==> src/rtl/alu_mc.sv <==
// Multi-cycle ALU: single-cycle logic/add/sub ops, bit-serial shifts and a
// shift-add multiplier behind a valid/ready request and result handshake.
module alu_mc #(
    parameter int WIDTH = 32
) (
    input  logic             clk,
    input  logic             reset,
    input  logic             in_valid,
    output logic             in_ready,
    input  logic [WIDTH-1:0] inOne,
    input  logic [WIDTH-1:0] inTwo,
    input  logic [3:0]       opcode,
    output logic             out_valid,
    input  logic             out_ready,
    output logic [WIDTH-1:0] result,
    output logic [3:0]       flags
);
    localparam int SHW = $clog2(WIDTH);
    localparam int CW  = SHW + 1;

    localparam logic [3:0] OP_ADD  = 4'b0010;
    localparam logic [3:0] OP_SUB  = 4'b1010;
    localparam logic [3:0] OP_AND  = 4'b0110;
    localparam logic [3:0] OP_OR   = 4'b0100;
    localparam logic [3:0] OP_XOR  = 4'b1001;
    localparam logic [3:0] OP_NOR  = 4'b0101;
    localparam logic [3:0] OP_NAND = 4'b1100;
    localparam logic [3:0] OP_PASS = 4'b1101;
    localparam logic [3:0] OP_ZERO = 4'b0111;
    localparam logic [3:0] OP_LSL  = 4'b0011;
    localparam logic [3:0] OP_LSR  = 4'b1011;
    localparam logic [3:0] OP_MUL  = 4'b1110;

    typedef enum logic [1:0] {IDLE, BUSY, DONE} state_t;

    typedef struct packed {
        logic             c;
        logic             v;
        logic [WIDTH-1:0] r;
    } alu_res_t;

    // Ops that finish on the accept edge; shifts land here only with amount 0.
    function automatic alu_res_t single_op(input logic [3:0] op,
                                           input logic [WIDTH-1:0] a,
                                           input logic [WIDTH-1:0] b);
        alu_res_t               res;
        logic [WIDTH:0]         wide;
        logic signed [WIDTH-1:0] sa, sb, sr;
        res  = '0;
        wide = '0;
        sa   = $signed(a);
        sb   = $signed(b);
        sr   = '0;
        case (op)
            OP_ADD: begin
                wide  = {1'b0, a} + {1'b0, b};
                res.r = wide[WIDTH-1:0];
                res.c = wide[WIDTH];
                sr    = sa + sb;
                res.v = (sa[WIDTH-1] == sb[WIDTH-1]) && (sr[WIDTH-1] != sa[WIDTH-1]);
            end
            OP_SUB: begin
                res.r = a - b;
                res.c = (a >= b);
                sr    = sa - sb;
                res.v = (sa[WIDTH-1] != sb[WIDTH-1]) && (sr[WIDTH-1] != sa[WIDTH-1]);
            end
            OP_AND:  res.r = a & b;
            OP_OR:   res.r = a | b;
            OP_XOR:  res.r = a ^ b;
            OP_NOR:  res.r = ~(a | b);
            OP_NAND: res.r = ~(a & b);
            OP_PASS: res.r = a;
            OP_ZERO: res.r = '0;
            OP_LSL:  res.r = a;
            OP_LSR:  res.r = a;
            default: res.r = '0;
        endcase
        return res;
    endfunction

    function automatic logic [3:0] make_flags(input logic [WIDTH-1:0] r,
                                              input logic c,
                                              input logic v);
        return {r[WIDTH-1], (r == '0), c, v};
    endfunction

    state_t           state_q, state_d;
    logic             in_ready_q, in_ready_d;
    logic             out_valid_q, out_valid_d;
    logic [WIDTH-1:0] result_q, result_d;
    logic [3:0]       flags_q, flags_d;
    logic [CW-1:0]    cnt_q, cnt_d;
    logic [3:0]       op_q, op_d;
    logic [WIDTH-1:0] a_q, a_d;
    logic [WIDTH-1:0] b_q, b_d;
    logic [WIDTH-1:0] acc_q, acc_d;

    alu_res_t         sres;
    logic [SHW-1:0]   shamt;
    logic [WIDTH-1:0] step_acc;
    logic             step_c;

    always_comb begin
        state_d     = state_q;
        in_ready_d  = in_ready_q;
        out_valid_d = out_valid_q;
        result_d    = result_q;
        flags_d     = flags_q;
        cnt_d       = cnt_q;
        op_d        = op_q;
        a_d         = a_q;
        b_d         = b_q;
        acc_d       = acc_q;
        sres        = single_op(opcode, inOne, inTwo);
        shamt       = inTwo[SHW-1:0];
        step_acc    = acc_q;
        step_c      = 1'b0;

        case (state_q)
            IDLE: begin
                if (in_valid) begin
                    op_d       = opcode;
                    in_ready_d = 1'b0;
                    if (opcode == OP_MUL) begin
                        acc_d   = '0;
                        a_d     = inOne;
                        b_d     = inTwo;
                        cnt_d   = CW'(WIDTH);
                        state_d = BUSY;
                    end else if ((opcode == OP_LSL || opcode == OP_LSR) && shamt != '0) begin
                        acc_d   = inOne;
                        cnt_d   = CW'(shamt);
                        state_d = BUSY;
                    end else begin
                        result_d    = sres.r;
                        flags_d     = make_flags(sres.r, sres.c, sres.v);
                        out_valid_d = 1'b1;
                        state_d     = DONE;
                    end
                end
            end
            BUSY: begin
                if (op_q == OP_MUL) begin
                    step_acc = b_q[0] ? (acc_q + a_q) : acc_q;
                    a_d      = {a_q[WIDTH-2:0], 1'b0};
                    b_d      = {1'b0, b_q[WIDTH-1:1]};
                end else if (op_q == OP_LSL) begin
                    step_acc = {acc_q[WIDTH-2:0], 1'b0};
                    step_c   = acc_q[WIDTH-1];
                end else begin
                    step_acc = {1'b0, acc_q[WIDTH-1:1]};
                    step_c   = acc_q[0];
                end
                acc_d = step_acc;
                cnt_d = cnt_q - CW'(1);
                // The final step's shifted-out bit becomes the shift carry.
                if (cnt_q == CW'(1)) begin
                    result_d    = step_acc;
                    flags_d     = make_flags(step_acc, (op_q == OP_MUL) ? 1'b0 : step_c, 1'b0);
                    out_valid_d = 1'b1;
                    state_d     = DONE;
                end
            end
            DONE: begin
                if (out_ready) begin
                    out_valid_d = 1'b0;
                    in_ready_d  = 1'b1;
                    state_d     = IDLE;
                end
            end
            default: begin
                state_d     = IDLE;
                in_ready_d  = 1'b1;
                out_valid_d = 1'b0;
            end
        endcase
    end

    always_ff @(posedge clk) begin
        if (reset) begin
            state_q     <= IDLE;
            in_ready_q  <= 1'b1;
            out_valid_q <= 1'b0;
            result_q    <= '0;
            flags_q     <= '0;
            cnt_q       <= '0;
        end else begin
            state_q     <= state_d;
            in_ready_q  <= in_ready_d;
            out_valid_q <= out_valid_d;
            result_q    <= result_d;
            flags_q     <= flags_d;
            cnt_q       <= cnt_d;
        end
    end

    // Working datapath needs no reset: it is always reloaded on accept.
    always_ff @(posedge clk) begin
        op_q  <= op_d;
        a_q   <= a_d;
        b_q   <= b_d;
        acc_q <= acc_d;
    end

    assign in_ready  = in_ready_q;
    assign out_valid = out_valid_q;
    assign result    = result_q;
    assign flags     = flags_q;

endmodule

==> config.mk <==
export PLATFORM = sky130hd
export DESIGN_NAME = alu_mc
export DESIGN_NICKNAME = d
export VERILOG_FILES = /design/src/rtl/alu_mc.sv
export SDC_FILE = /design/constraint.sdc
export NUM_CORES = 1
export LEC_CHECK = 0
export BUFFER_PORTS_ARGS = -buffer_cell sky130_fd_sc_hd__buf_2
export CAP_MARGIN = 40
export CORE_ASPECT_RATIO = 1.5
export CORE_MARGIN = 3
export CORE_UTILIZATION = 55
export DETAILED_ROUTE_END_ITERATION = 10
export HOLD_SLACK_MARGIN = 0.06
export PLACE_DENSITY = 0.84
export SYNTH_ARGS = -nofsm -noshare
export SYNTH_HDL_FRONTEND = slang
export SYNTH_SLANG_ARGS = --single-unit
==> constraint.sdc <==
create_clock -name clk -period 5.94 [get_ports clk]
set_input_delay 0.297 -clock clk [delete_from_list [all_inputs] [get_ports clk]]
set_output_delay 0.297 -clock clk [all_outputs]
set_load 0.05 [all_outputs]
Word level (Yosys, flattened, before mapping)
Cells that the tools add are included.
- bits in registers: 146
- bits of input ports: 72
- output and inout port bits: 38
- logic and storage cells: 117
- add/subtract/negate cells: 6
- order comparisons: 1
- equal/unequal tests: 28
- muxes and demuxes: 49
- bitwise operators: 6
- reductions and logical operators: 17
- operators with widths (cell ; number):
    $mux 32 ; 17
    $pmux 32 s2 ; 4
    $pmux 32 s8 ; 1
    $add 32x32->32 ; 2
    $logic_not 32->1 ; 2
    $not 32->32 ; 2
    $sub 32x32->32 ; 2
    $add 32x32->33 ; 1
    $and 32x32->32 ; 1
    $ge 32x32->1 ; 1
    $or 32x32->32 ; 1
    $xor 32x32->32 ; 1
    $eq 4x4->1 const B ; 7
    $mux 6 ; 3
    $mux 4 ; 4
    $ne 2x2->1 const B ; 7
    $eq 4x2->1 const B ; 3
    $eq 4x3->1 const B ; 3
    $pmux 6 s2 ; 1
    $mux 2 ; 5
    $reduce_and 5->1 ; 2
    $mux 1 ; 9
    $reduce_and 3->1 ; 3
    $pmux 4 s2 ; 1
    19 further kinds ; 24

Longest topological paths before layout
- depth in word-level cells: 8
- depth in mapped cells: 16
- mapped depth without buffers: 16

Least setup slack after synthesis
No wires, ideal clock.
- path type: input-to-reg
- start point: input opcode[3]
- end point: register a_q[0] (enable)
- setup time: 507 ps
- arrival: 4672 ps
- required time: 5433 ps
- path slack: 761 ps
- cell stages on the path: 6
- buffers on the path: 2
- cell sequence: clkbuf_1 inv_1 clkbuf_1 nor3_1 nand3b_1 a21oi_1
- cells in the longest elaborated chain, start to end: 3
- ends and longest elaborated chain (item ; RTL line ; source):
    from (decl) ; 12 ; input logic [3:0] opcode,
    $eq 4x4->1 ; 125 ; if (opcode == OP_MUL) begin
    $ne 2x2->1 (no source line) ; -- ;
    $reduce_and 4->1 (no source line) ; -- ;
    to (signal assigned) ; 201 ; a_q <= a_d;
    to (decl) ; 95 ; logic [WIDTH-1:0] a_q, a_d;
No other way between the ends.
A chain may end at the register's enable or synchronous reset.

Worst setup path in the final report
- start point: register acc_q[0]
- end point: register flags_q[2], in the netlist flags[2]
- cells in the longest elaborated chain, start to end: 7
- elaborated cells on any way between the ends: 8
- those cells by class: 1 x add/sub; 6 x mux; 1 x reduce/logical
- ends and longest elaborated chain (item ; RTL line ; source):
    from (decl) ; 97 ; logic [WIDTH-1:0] acc_q, acc_d;
    from (signal assigned) ; 203 ; acc_q <= acc_d;
    $add 32x32->32 ; 145 ; step_acc = b_q[0] ? (acc_q + a_q) : acc_q;
    $mux 32 ; 145 ;
    $mux 32 (*) ; 144 ; if (op_q == OP_MUL) begin
    $mux 32 (*) ; 120 ; case (state_q)
    $logic_not 32->1 (*) ; 85 ; return {r[WIDTH-1], (r == '0), c, v};
    $mux 4 (*) ; 158 ; if (cnt_q == CW'(1)) begin
    $pmux 4 s2 (*) ; 120 ;
    to (signal assigned) ; 193 ; flags_q <= flags_d;
    to (decl) ; 92 ; logic [3:0] flags_q, flags_d;
Every way passes the cells marked *; elsewhere a longest branch is shown, timed or not. The select of a mux whose other input is x is not followed.

==> flow_summary.yaml <==
setup_path:
  crit_family: "simple AND/OR/NAND/NOR gates"
  cpPeakStageDelay_ns: 0.56
  cp_slowest_cell: "a2111oi_2"
  path_max_fanout: 4
  worstSetupPathType: "reg -> reg"
  crit_path_cell_trace: "ha_1 -> inv_1 -> fa_1 -> nor2b_1 -> o31a_1 -> o22a_1 -> xnor2_1 -> mux2_1 -> a2111oi_2 -> nand4_1 -> or4_1 -> or4_1 -> nor4_1 -> nand4_1 -> o311ai_1"
  worstPathArrival_ns: 4.86
  critPathRequiredTime_ns: 6.31
  end_kind: "register"
  start_kind: "register"
  crit_buf_inv: 1
clock_tree:
  cts_tree: "yes"
  ctsResizeCount: 0
  postCtsSetupBuffers: 0
  clk_latency_ns: 0.46
  clk_pin_slew_ns: 0.08
  clock_sinks: 145
  cts.htree.levels: 4
  cts_buffer_depth: 2
  cts_hold_buf: 0
  cts-root-buf: "clkbuf_16"
  cts-buffers-inserted: 17
yosys:
  synth_compound_area_frac: 0.303
  postSynthAreaPerCell_um2: 7.54
  synth_xor_area_frac: 0.0238
  synth_nets: 2270
  synth_cells: 2050
  synth_top_family_by_area: "compound AO/OA/AOI/OAI gates"
  synthAdderAreaFrac: 0.121
  synthArstFlopShare: 0
  ys.flop_type: "edfxtp_1"
  synth_edf_count: 100
  synthMuxAreaShare: 0.0189
  synthesis.area_um2: 15500
  ys_types: 93
  synth-simple-area-share: 0.217
  synth_seq_cells: 145
  yosysWarnings: 0
  synth_seq_area_share: 0.253
cells_and_area:
  final_layout_size_suffix_gt1_frac: 0.104
  final_cell_count_no_fill: 2442
  utilization: 0.616
  fin_nets: 2307
  antenna_cells: 0
  area_growth_pct: 9.61
place:
  dp.cells: 2410
  place.gp.congestion: 1.05
  dp_hpwl_um: 47300
  numPortBuffers: 109
  dp_worst_setup_slack_ns: 1.26
global_route:
  antenna_found_initial: 1
  first_global_vias: 16300
  grt_pass1_wl_um: 94900
  grt_max_degree: 84
  grt_usage: 0.407
  grt_overflow: 0
power:
  p_leak_nw: 6.96
  power_density_nw_per_um2: 206
  vdd_ir_drop_max_uv: 216
timing:
  worst_slack_ns: 1.45
  finalCriticalPeriod_ns: 4.49
  hold_violations: 0
  tns_ns: 0
  fmax_mhz: 223
  tightestPinTransition_ns: 0.909
  finalSetupViolCount: 0
  drv_slew: 0
  layout_worst_path_cycle_share: 0.756
  skew_ns: 0.0112
  rsz0062_at_grt: "no"
  slew_headroom: 0.394
routing:
  route.vias.total: 17200
  drc_errors: 0
  drtPass1Iterations: 6
  avgViaCountPerCell: 7.03
  drt-total-wl_um: 62800
  ant_nets: 0
  routedWlPerCell_um: 25.7
  drtIter0Drc: 2057
outcome:
  status: "completed"
floorplan:
  die-area_um2: 30200
  rows: 74
  io_pins: 110
  die_y_um: 211
  die-width_um: 143
  start_util: 0.562
  fp.coreArea_um2: 27500
hold_path:
  min_path_type: "in -> reg"
job:
  maxCapViolCount: 0
## worst paths after layout
path,from,slack [ns],depth (start not counted),to
setup / recovery,acc_q[0]$_DFFE_PP_,1.45,15,flags[2]$_SDFFE_PP0P_
hold / removal,in_valid,0.14,2,state_q[1]$_SDFFE_PP0P_
setup reg to reg,acc_q[0]$_DFFE_PP_,1.45,15,flags[2]$_SDFFE_PP0P_
hold reg to reg,result[13]$_SDFFE_PP0P_,0.45,2,result[13]$_SDFFE_PP0P_
## metrics by stage
step / hold slack, ns / cell area (um2) / total power, mW
after floorplan: 0.396 / 15500 / 1.96
after global placement: 0.435 / 16200 / 2.34
after detailed placement: 0.441 / 16400 / 2.35
after CTS: 0.124 / 16900 / 3.44
after global routing: 0.135 / 16900 / 3.60
final: 0.136 / 16900 / 3.49
## layer usage
layer	vias to the layer above	wire length (um)	share of wire	GRT usage
li1	7633	-	-	-
met1	8017	22900	0.36	0.498
met2	1223	28900	0.46	0.657
met3	304	6280	0.10	0.0775
met4	2	4800	0.076	0.248
met5	-	13	0.00021	0
## power breakdown
part	total [mW]	switching (mW)	internal, mW
clock	1.11	0.538	0.570
sequential	1.17	0.0390	1.13
combinational	1.21	0.828	0.387
## cell usage after synthesis (all sizes together) (22+ instances only)
master / number / area share
a211oi: 32 / 0.016
a21o: 28 / 0.014
a21oi: 172 / 0.056
a31oi: 35 / 0.015
clkbuf: 121 / 0.029
dfxtp: 45 / 0.058
edfxtp: 100 / 0.19
ha: 145 / 0.12
inv: 125 / 0.030
nand2: 304 / 0.074
nand3: 35 / 0.011
nand4: 22 / 0.0089
nor2: 143 / 0.035
nor2b: 32 / 0.013
nor3: 67 / 0.022
o211ai: 25 / 0.012
o21ai: 164 / 0.054
o22ai: 28 / 0.011
xnor2: 22 / 0.012
## cell type report
type / instances / area, um2
multi-input cells: 1646 / 10700
fillers: 2521 / 10600
flip-flops and latches: 145 / 3900
repair buffers: 151 / 898
inverters: 126 / 473
clock buffers: 18 / 439
well taps: 342 / 428
clock inverters: 14 / 144
## registers in the layout, indices dropped and copies added, names as in the netlist
signal	cells
a_q	32
acc_q	32
b_q	32
result	32
cnt_q	6
op_q	4
flags	3
state_q	2
in_ready	1
out_valid	1
## worst reg2reg max path, cell delays in order, from the launching register on
cell	delay, ns
edfxtp_1	0.40
ha_1	0.20
inv_1	0.06
fa_1	0.39
nor2b_1	0.24
o31a_1	0.22
o22a_1	0.21
xnor2_1	0.07
mux2_1	0.35
a2111oi_2	0.56
nand4_1	0.17
or4_1	0.49
or4_1	0.52
nor4_1	0.26
nand4_1	0.14
o311ai_1	0.11
## placed cells by master (no fill, tap or decap), types with 11 or more instances in the layout
cell type  instances
nand2_1          304
a21oi_1          169
o21ai_0          148
ha_1             145
nor2_1           142
inv_1            122
buf_2            113
edfxtp_1         100
nor3_1            64
dfxtp_1           45
nand3_1           35
a31oi_1           34
buf_4             33
a211oi_1          32
nor2b_1           31
a21o_1            28
o22ai_1           28
o211ai_1          25
nand4_1           22
xnor2_1           22
xor2_1            20
o31ai_1           20
a22oi_1           20
nand2b_1          19
o21a_1            18
mux2i_1           18
nor4_1            18
o21bai_1          17
clkbuf_16         17
a221oi_1          16
o21ai_1           15
o221ai_1          15
and3_1            12
a211o_1           11
a22o_1            11
## kinds of logic (layout without fill, tap and decap cells)
family	after synthesis	after routing
mux	27	27
buf+inv	259	309
flops	145	145
compound gates	708	708
xor+xnor	42	42
fa+ha+maj	148	148
simple gates	721	721
No activity file was read; power rests on OpenSTA's default activity.
